==> config.mk <==
export PLATFORM = sky130hd
export DESIGN_NAME = wb_mem_bridge_flat
export DESIGN_NICKNAME = d
export VERILOG_FILES = /design/src/rtl/wb_mem_bridge_if.sv /design/src/rtl/wb_mem_bridge.sv /design/src/flat_wrapper.sv
export SDC_FILE = /design/constraint.sdc
export NUM_CORES = 1
export LEC_CHECK = 0
export CAP_MARGIN = 15
export CORE_MARGIN = 10
export CORE_UTILIZATION = 25
export DETAILED_ROUTE_END_ITERATION = 12
export PLACE_DENSITY = 0.54
export SLEW_MARGIN = 20
export SYNTH_ARGS = -nofsm -noshare
export SYNTH_HDL_FRONTEND = slang
export SYNTH_SLANG_ARGS = --single-unit
==> constraint.sdc <==
create_clock -name wb_clk_i -period 1.9 [get_ports wb_clk_i]
set_clock_uncertainty 0.05 [all_clocks]
set_input_delay 0.19 -clock wb_clk_i [delete_from_list [all_inputs] [get_ports wb_clk_i]]
set_output_delay 0.19 -clock wb_clk_i [all_outputs]
set_load 0.01 [all_outputs]
==> src/rtl/wb_mem_bridge_if.sv <==
`default_nettype none
// ============================================================================
// Module      : wb_mem_bridge_if
// Description : Wishbone classic single-beat bus bundle for wb_mem_bridge.
//               Signal names keep the slave-side direction suffix so the
//               bridge body reads like a plain Wishbone slave.
//   wb_cyc_i  cycle valid           wb_stb_i  strobe
//   wb_we_i   1 = write             wb_sel_i  byte enables (active-high)
//   wb_adr_i  address               wb_dat_i  write data
//   wb_dat_o  read data             wb_ack_o  one-cycle acknowledge
//   wb_err_o  one-cycle error
// Revision    : 1.0 - initial release
// ============================================================================
interface wb_mem_bridge_if #(
    parameter int ADDR_W = 27,
    parameter int DATA_W = 32
);
    localparam int SEL_W = DATA_W / 8;

    logic              wb_cyc_i;
    logic              wb_stb_i;
    logic              wb_we_i;
    logic [SEL_W-1:0]  wb_sel_i;
    logic [ADDR_W-1:0] wb_adr_i;
    logic [DATA_W-1:0] wb_dat_i;
    logic [DATA_W-1:0] wb_dat_o;
    logic              wb_ack_o;
    logic              wb_err_o;

    modport slave (
        input  wb_cyc_i, wb_stb_i, wb_we_i, wb_sel_i, wb_adr_i, wb_dat_i,
        output wb_dat_o, wb_ack_o, wb_err_o
    );

    modport master (
        output wb_cyc_i, wb_stb_i, wb_we_i, wb_sel_i, wb_adr_i, wb_dat_i,
        input  wb_dat_o, wb_ack_o, wb_err_o
    );
endinterface
`default_nettype wire

==> src/rtl/wb_mem_bridge.sv <==
`default_nettype none
// ============================================================================
// Module      : wb_mem_bridge
// Description : Wishbone classic slave turning single-beat cycles into timed
//               SRAM-style strobe accesses for the DDR2 front-end. Requests
//               are held off until calibration is seen (with a timeout that
//               returns wb_err_o), and a master dropping cyc mid-access lets
//               the strobe window finish but suppresses the ack.
// Ports       :
//   wb_clk_i / wb_rst_i    clock, synchronous active-high reset
//   wb                     Wishbone slave bundle (wb_mem_bridge_if.slave)
//   calib_done_i           raw calibration flag (foreign clock domain)
//   init_calib_complete    calib_done_i after a 2-flop synchroniser
//   mem_a / mem_dq_o       latched address / write data
//   mem_dq_i               read data from memory
//   mem_cen/oen/wen        active-low chip / output / write enables
//   mem_sel                active-low byte mask (~latched wb_sel_i)
//   busy_o                 high whenever the bridge is not idle
// Revision    : 1.0 - initial release
// ============================================================================
module wb_mem_bridge #(
    parameter int ADDR_W      = 27,
    parameter int DATA_W      = 32,
    parameter int RD_WAIT     = 80,
    parameter int WR_WAIT     = 80,
    parameter int CAL_TIMEOUT = 1024,
    parameter int CNT_W       = 16
) (
    input  logic                wb_clk_i,
    input  logic                wb_rst_i,
    wb_mem_bridge_if.slave      wb,
    input  logic                calib_done_i,
    output logic                init_calib_complete,
    output logic [ADDR_W-1:0]   mem_a,
    output logic [DATA_W-1:0]   mem_dq_o,
    input  logic [DATA_W-1:0]   mem_dq_i,
    output logic                mem_cen,
    output logic                mem_oen,
    output logic                mem_wen,
    output logic [DATA_W/8-1:0] mem_sel,
    output logic                busy_o
);
    localparam int SEL_W = DATA_W / 8;

    localparam logic [CNT_W-1:0] c_rd_last  = CNT_W'(RD_WAIT - 1);
    localparam logic [CNT_W-1:0] c_wr_last  = CNT_W'(WR_WAIT - 1);
    localparam logic [CNT_W-1:0] c_cal_last = CNT_W'(CAL_TIMEOUT - 1);

    generate
        if ((DATA_W % 8) != 0) begin : g_chk_data_w
            $error("wb_mem_bridge: DATA_W must be a multiple of 8");
        end
        if (RD_WAIT < 1 || WR_WAIT < 1 || CAL_TIMEOUT < 1) begin : g_chk_waits
            $error("wb_mem_bridge: RD_WAIT, WR_WAIT and CAL_TIMEOUT must be >= 1");
        end
    endgenerate

    typedef enum logic [2:0] {
        S_IDLE     = 3'd0,
        S_CAL_WAIT = 3'd1,
        S_READ     = 3'd2,
        S_WRITE    = 3'd3,
        S_ACK      = 3'd4,
        S_ERR      = 3'd5
    } state_t;

    state_t              state_q, state_d;
    logic [CNT_W-1:0]    cnt_q, cnt_d;
    logic                we_q, we_d;
    logic                abort_q, abort_d;
    logic [1:0]          sync_q;
    logic [ADDR_W-1:0]   mem_a_q, mem_a_d;
    logic [DATA_W-1:0]   mem_dq_q, mem_dq_d;
    logic [SEL_W-1:0]    mem_sel_q, mem_sel_d;
    logic                cen_q, cen_d;
    logic                oen_q, oen_d;
    logic                wen_q, wen_d;
    logic [DATA_W-1:0]   dat_q, dat_d;
    logic                ack_q, ack_d;
    logic                err_q, err_d;
    logic                busy_q, busy_d;

    // Access launch request from IDLE or CAL_WAIT, with the direction to use.
    logic                w_start;
    logic                w_start_we;
    logic                w_cal;

    assign w_cal = sync_q[1];

    always_comb begin
        state_d    = state_q;
        cnt_d      = cnt_q;
        we_d       = we_q;
        abort_d    = abort_q;
        mem_a_d    = mem_a_q;
        mem_dq_d   = mem_dq_q;
        mem_sel_d  = mem_sel_q;
        cen_d      = 1'b1;
        oen_d      = 1'b1;
        wen_d      = 1'b1;
        dat_d      = dat_q;
        ack_d      = 1'b0;
        err_d      = 1'b0;
        w_start    = 1'b0;
        w_start_we = we_q;

        case (state_q)
            S_IDLE: begin
                if (wb.wb_cyc_i && wb.wb_stb_i) begin
                    mem_a_d   = wb.wb_adr_i;
                    mem_dq_d  = wb.wb_dat_i;
                    mem_sel_d = ~wb.wb_sel_i;
                    we_d      = wb.wb_we_i;
                    cnt_d     = '0;
                    if (w_cal) begin
                        w_start    = 1'b1;
                        w_start_we = wb.wb_we_i;
                    end else begin
                        state_d = S_CAL_WAIT;
                    end
                end
            end

            S_CAL_WAIT: begin
                cnt_d = cnt_q + 1'b1;
                // Priority: master abort, then calibration, then timeout, so a
                // calibration arriving on the timeout cycle still proceeds.
                if (!wb.wb_cyc_i) begin
                    state_d = S_IDLE;
                end else if (w_cal) begin
                    w_start = 1'b1;
                end else if (cnt_q == c_cal_last) begin
                    state_d = S_ERR;
                    err_d   = 1'b1;
                end
            end

            S_READ: begin
                if (cnt_q == c_rd_last) begin
                    // Window done; an aborted cycle gets neither ack nor data.
                    if (abort_q || !wb.wb_cyc_i) begin
                        state_d = S_IDLE;
                    end else begin
                        dat_d   = mem_dq_i;
                        ack_d   = 1'b1;
                        state_d = S_ACK;
                    end
                end else begin
                    cen_d   = 1'b0;
                    oen_d   = 1'b0;
                    cnt_d   = cnt_q + 1'b1;
                    abort_d = abort_q | ~wb.wb_cyc_i;
                end
            end

            S_WRITE: begin
                if (cnt_q == c_wr_last) begin
                    if (abort_q || !wb.wb_cyc_i) begin
                        state_d = S_IDLE;
                    end else begin
                        ack_d   = 1'b1;
                        state_d = S_ACK;
                    end
                end else begin
                    cen_d   = 1'b0;
                    wen_d   = 1'b0;
                    cnt_d   = cnt_q + 1'b1;
                    abort_d = abort_q | ~wb.wb_cyc_i;
                end
            end

            S_ACK:   state_d = S_IDLE;
            S_ERR:   state_d = S_IDLE;
            default: state_d = S_IDLE;
        endcase

        // Strobes are registered, so they must be driven low in the same
        // cycle the access state is entered.
        if (w_start) begin
            cnt_d   = '0;
            abort_d = 1'b0;
            state_d = w_start_we ? S_WRITE : S_READ;
            cen_d   = 1'b0;
            oen_d   = w_start_we;
            wen_d   = ~w_start_we;
        end

        busy_d = (state_d != S_IDLE);
    end

    always_ff @(posedge wb_clk_i) begin
        if (wb_rst_i) begin
            state_q   <= S_IDLE;
            cnt_q     <= '0;
            we_q      <= 1'b0;
            abort_q   <= 1'b0;
            sync_q    <= 2'b00;
            mem_a_q   <= '0;
            mem_dq_q  <= '0;
            mem_sel_q <= '1;
            cen_q     <= 1'b1;
            oen_q     <= 1'b1;
            wen_q     <= 1'b1;
            dat_q     <= '0;
            ack_q     <= 1'b0;
            err_q     <= 1'b0;
            busy_q    <= 1'b0;
        end else begin
            state_q   <= state_d;
            cnt_q     <= cnt_d;
            we_q      <= we_d;
            abort_q   <= abort_d;
            sync_q    <= {sync_q[0], calib_done_i};
            mem_a_q   <= mem_a_d;
            mem_dq_q  <= mem_dq_d;
            mem_sel_q <= mem_sel_d;
            cen_q     <= cen_d;
            oen_q     <= oen_d;
            wen_q     <= wen_d;
            dat_q     <= dat_d;
            ack_q     <= ack_d;
            err_q     <= err_d;
            busy_q    <= busy_d;
        end
    end

    assign init_calib_complete = sync_q[1];
    assign mem_a               = mem_a_q;
    assign mem_dq_o            = mem_dq_q;
    assign mem_sel             = mem_sel_q;
    assign mem_cen             = cen_q;
    assign mem_oen             = oen_q;
    assign mem_wen             = wen_q;
    assign busy_o              = busy_q;
    assign wb.wb_dat_o         = dat_q;
    assign wb.wb_ack_o         = ack_q;
    assign wb.wb_err_o         = err_q;

endmodule
`default_nettype wire

==> src/flat_wrapper.sv <==
// flat-port wrapper written by rule: the top's interface ports become plain ports
module wb_mem_bridge_flat 
#(
    parameter int ADDR_W      = 27,
    parameter int DATA_W      = 32,
    parameter int RD_WAIT     = 80,
    parameter int WR_WAIT     = 80,
    parameter int CAL_TIMEOUT = 1024,
    parameter int CNT_W       = 16
)
  (wb_clk_i, wb_rst_i, calib_done_i, init_calib_complete, mem_a, mem_dq_o, mem_dq_i, mem_cen, mem_oen, mem_wen, mem_sel, busy_o, wb_wb_cyc_i, wb_wb_stb_i, wb_wb_we_i, wb_wb_sel_i, wb_wb_adr_i, wb_wb_dat_i, wb_wb_dat_o, wb_wb_ack_o, wb_wb_err_o);
  wb_mem_bridge_if #(.ADDR_W(ADDR_W), .DATA_W(DATA_W)) wb_i ();
  input  logic wb_clk_i;
  input  logic wb_rst_i;
  input  logic calib_done_i;
  output logic init_calib_complete;
  output logic [ADDR_W-1:0] mem_a;
  output logic [DATA_W-1:0] mem_dq_o;
  input  logic [DATA_W-1:0] mem_dq_i;
  output logic mem_cen;
  output logic mem_oen;
  output logic mem_wen;
  output logic [DATA_W/8-1:0] mem_sel;
  output logic busy_o;
  input wire logic [$bits(wb_i.wb_cyc_i)-1:0] wb_wb_cyc_i;
  input wire logic [$bits(wb_i.wb_stb_i)-1:0] wb_wb_stb_i;
  input wire logic [$bits(wb_i.wb_we_i)-1:0] wb_wb_we_i;
  input wire logic [$bits(wb_i.wb_sel_i)-1:0] wb_wb_sel_i;
  input wire logic [$bits(wb_i.wb_adr_i)-1:0] wb_wb_adr_i;
  input wire logic [$bits(wb_i.wb_dat_i)-1:0] wb_wb_dat_i;
  output wire logic [$bits(wb_i.wb_dat_o)-1:0] wb_wb_dat_o;
  output wire logic [$bits(wb_i.wb_ack_o)-1:0] wb_wb_ack_o;
  output wire logic [$bits(wb_i.wb_err_o)-1:0] wb_wb_err_o;
  assign wb_i.wb_cyc_i = wb_wb_cyc_i;
  assign wb_i.wb_stb_i = wb_wb_stb_i;
  assign wb_i.wb_we_i = wb_wb_we_i;
  assign wb_i.wb_sel_i = wb_wb_sel_i;
  assign wb_i.wb_adr_i = wb_wb_adr_i;
  assign wb_i.wb_dat_i = wb_wb_dat_i;
  assign wb_wb_dat_o = wb_i.wb_dat_o;
  assign wb_wb_ack_o = wb_i.wb_ack_o;
  assign wb_wb_err_o = wb_i.wb_err_o;
  wb_mem_bridge #(.ADDR_W(ADDR_W), .DATA_W(DATA_W), .RD_WAIT(RD_WAIT), .WR_WAIT(WR_WAIT), .CAL_TIMEOUT(CAL_TIMEOUT), .CNT_W(CNT_W)) u_core (.wb_clk_i(wb_clk_i), .wb_rst_i(wb_rst_i), .wb(wb_i), .calib_done_i(calib_done_i), .init_calib_complete(init_calib_complete), .mem_a(mem_a), .mem_dq_o(mem_dq_o), .mem_dq_i(mem_dq_i), .mem_cen(mem_cen), .mem_oen(mem_oen), .mem_wen(mem_wen), .mem_sel(mem_sel), .busy_o(busy_o));
endmodule
==> run_results.csv, run 1 <==
group,metric,value,unit
route,drc,0,
flow_run,cap_violations,0,
yosys,ys.flop_type,"dfxtp_1",
cts,clk_pin_slew,60,ps
yosys,synth_area_per_cell,8.740,µm²
final_layout,nNetsFinal,871,
yosys,synth-compound-area-share,10.22,%
yosys,syn_area,4641,µm²
worst_setup_path,crit_buf_inv,3,
timing,drv_slew,0,
final_layout,nFillCells,1725,
final_layout,fin_util,43.87,%
route,dr.pass1.iters,4,
route,wire_per_inst,16.04,µm
floorplan,initial_core_util,25.66,%
yosys,async_flop_share,0,%
yosys,yosysTopAreaCell,"dfxtp_1",
cts,cts_tree,"done",
worst_setup_path,cp.required,2140,ps
yosys,synth-xor-area-share,1.510,%
global_route,grt-ovfl-total,0,
yosys,synth.area.mux_share,7.765,%
global_route,grt_pass1_wl,24740,µm
place,place_congestion,0.8156,
global_route,grt_pass1_vias,4595,
yosys,synth_common_cells,"nand2_1 (132), dfxtp_1 (124), a21oi_1 (65), nor2_1 (53), mux2i_1 (36)",
timing,min_period_over_period,109.8,%
yosys,yosysMostFrequentCell,"nand2_1",
timing,setup_viol_count_final,45,
yosys,synth-simple-area-share,22.81,%
place,portBuffers,202,
place,dp_hpwl,11620,µm
worst_setup_path,critPathTopFamily,"simple AND/OR/NAND/NOR gates",
yosys,ys_ff_latch,124,
worst_setup_path,worstSetupStartpoint,"u_core.cnt_q[13]",
power,p_leak,2.926,nW
min_path,hp-start,"wb_rst_i",
cts,cts-root-buf,"clkbuf_16",
worst_setup_path,crit_type,"register to register",
outcome,violations,"negative setup slack",
floorplan,dieHeight,156.2,µm
cts,cts_hold_buf,0,
power,irDropWorstVdd,0.5744,mV
final_layout,syn2layout_area_growth,70.99,%
timing,rsz0062_at_grt,"yes",
power,power.total,6.699,mW
yosys,yosysUniqueCellTypes,39,
yosys,yosys_warnings,0,
worst_setup_path,critPathArrivalTime,2330,ps
cts,clk_path_buf_depth,2,
worst_setup_path,startpoint_type,"register",
timing,fmaxAchievable,479.4,MHz
cts,cts_buffers,17,
cts,clock_latency,410,ps
timing,hold_viol,0,
global_route,grt_usage,12.72,%
worst_setup_path,slowest_delay,520,ps
timing,finalCriticalPeriod,2086,ps
floorplan,dieArea,24410,µm²
yosys,synth_area_leaders,"dfxtp_1 (53%), nand2_1 (11%), mux2i_1 (7.8%)",
timing,relSlewSlack,40.30,%
yosys,synth.top_cell.area_share,53.49,%
route,vias,4503,
timing,worst_slack,-186.0,ps
yosys,syn_nets,633,
floorplan,die_w,156.2,µm
route,via_per_inst,4.450,
route,drt-initial-drc-count,121,
min_path,hold_path_class,"input pin to register",
outcome,outcome,"complete, but fails checks",
yosys,synth_edf_count,0,
timing,tightest_slew,895.5,ps
worst_setup_path,endpoint_kind,"register",
worst_setup_path,r2r_start,"u_core.cnt_q[13]",
global_route,antenna_found_initial,1,
worst_setup_path,cp_max_fo,8,
power,cellPowerDensity,844.3,nW/µm²
global_route,grt_max_degree,80,
floorplan,rows,49,
worst_setup_path,path_cells,"or4_4 > nand4b_4 > nor4_4 > buf_4 > buf_6 > buf_8 > mux2i_1 > nor2_1",
route,wl,16230,µm
final_layout,drive_gt1_share,13.04,%
yosys,netlist_instances,531,
floorplan,coreArea,18090,µm²
yosys,synth_top_family_by_area,"simple AND/OR/NAND/NOR gates",
cts,clkSinkCount,124,
floorplan,pin_count,203,
yosys,ys_seq_area_share,53.49,%
worst_setup_path,crit_slowest_cell,"or4_4",
yosys,synthAdderAreaFrac,0.2696,%
cts,h-tree-depth,4,
route,ant_nets,0,
==> cells by family (layout without fill, tap and decap cells) <==
family / Yosys count / after routing
AO/OA/AOI/OAI: 85 / 85
XOR/XNOR: 8 / 8
adder cells (fa/ha/maj): 1 / 1
buffers and inverters: 42 / 293
flip-flops: 124 / 124
multiplexers: 36 / 36
other: 0 / 1
AND/OR/NAND/NOR: 235 / 235
==> final timing paths <==
check / endpoint / slack, ps / cells after the start
max: u_core.wb.wb_dat_o[30] / -190 / 8
min: u_core.cnt_q[3] / 140 / 4
max reg2reg: u_core.wb.wb_dat_o[30] / -190 / 8
min reg2reg: u_core.mem_a[3] / 400 / 2
==> tightest hold or removal path, delay by kind of cell <==
kind | cells | cell delay (ps)
buffers and inverters | 1 | 100
and+or+nand+nor | 3 | 260
==> layout make-up <==
type | instances | area, µm² | share of cell area [%]
Timing Repair Buffer | 252 | 2497 | 31.47
Sequential cell | 124 | 2486 | 31.33
Multi-Input combinational cell | 365 | 2024 | 25.51
Clock buffer | 22 | 464.2 | 5.850
Tap cell | 229 | 286.5 | 3.611
Clock inverter | 10 | 140.1 | 1.766
Inverter | 9 | 33.78 | 0.4257
Antenna cell | 1 | 2.502 | 0.03154
==> layout by cell type (no fill, tap or decap), types with 5 or more instances in the layout <==
master / n
buf_4: 42
clkbuf_16: 18
a21oi_1: 64
inv_1: 9
xor2_1: 7
nand3_1: 7
mux2i_2: 5
dfxtp_1: 121
nor2_1: 52
nand2_1: 131
clkdlybuf4s50_1: 201
nor2b_1: 6
nor3_1: 9
mux2i_1: 31
==> where the power goes <==
part | internal [mW] | switching (mW) | total, mW
clock network | 2.13 | 1.16 | 3.29
registers | 2.68 | 0.0419 | 2.72
logic | 0.401 | 0.285 | 0.687
==> stage by stage <==
stage	setup TNS [ps]	worst slack, ps	hold slack [ps]	cell area [µm²]	std cells
after CTS	-4118	-163.7	123.7	7856	1009
after detailed placement	-8331	-202.7	396.0	7159	970
after floorplan	-3576	-119.2	268.2	4641	531
after global placement	-5774	-192.4	391.7	7159	970
after global routing	-10580	-289.8	129.4	7935	1012
final	-5568	-186.0	141.1	7935	1012
==> sequential cells by signal (all words and copies together) (netlist names) <==
signal / count
u_core.mem_dq_o: 32
u_core.wb.wb_ack_o: 1
u_core.mem_cen: 1
u_core.we_q: 1
u_core.mem_sel: 4
u_core.wb.wb_err_o: 1
u_core.cnt_q: 16
u_core.abort_q: 1
u_core.busy_o: 1
u_core.mem_wen: 1
u_core.wb.wb_dat_o: 32
u_core.state_q: 3
u_core.mem_a: 27
u_core.mem_oen: 1
u_core.sync_q: 2
==> repair_timing <==
item | 4_1_cts | 5_1_grt
endpoints found under the setup margin | 39 | 49
gates resized for setup | 6 | 14
cloned | 2 | 1
pin swaps | 2 | 11
setup buffers | 5 | 2
==> metal layers <==
metal	part of all wire, %	GRT usage (%)	wire (µm)	up-vias
li1	-	-	-	2238
met1	40	13.44	6515	2091
met2	48	20.91	7773	160
met3	11	7.456	1727	14
met4	1.3	4.045	211	0
met5	0	0	0	-
No activity file was read; power rests on OpenSTA's default activity.
==> run 2: changes to the inputs <==
Settings changed: TNS_END_PERCENT from default to 100.
==> results of run 2 <==
Final layout, timing and power as in run 1 (identical DEF).
==> run 3: changes to the inputs <==
Settings changed: GPL_ROUTABILITY_DRIVEN from default to 1.
==> results of run 3 <==
Final layout, timing and power as in run 1 (identical DEF).
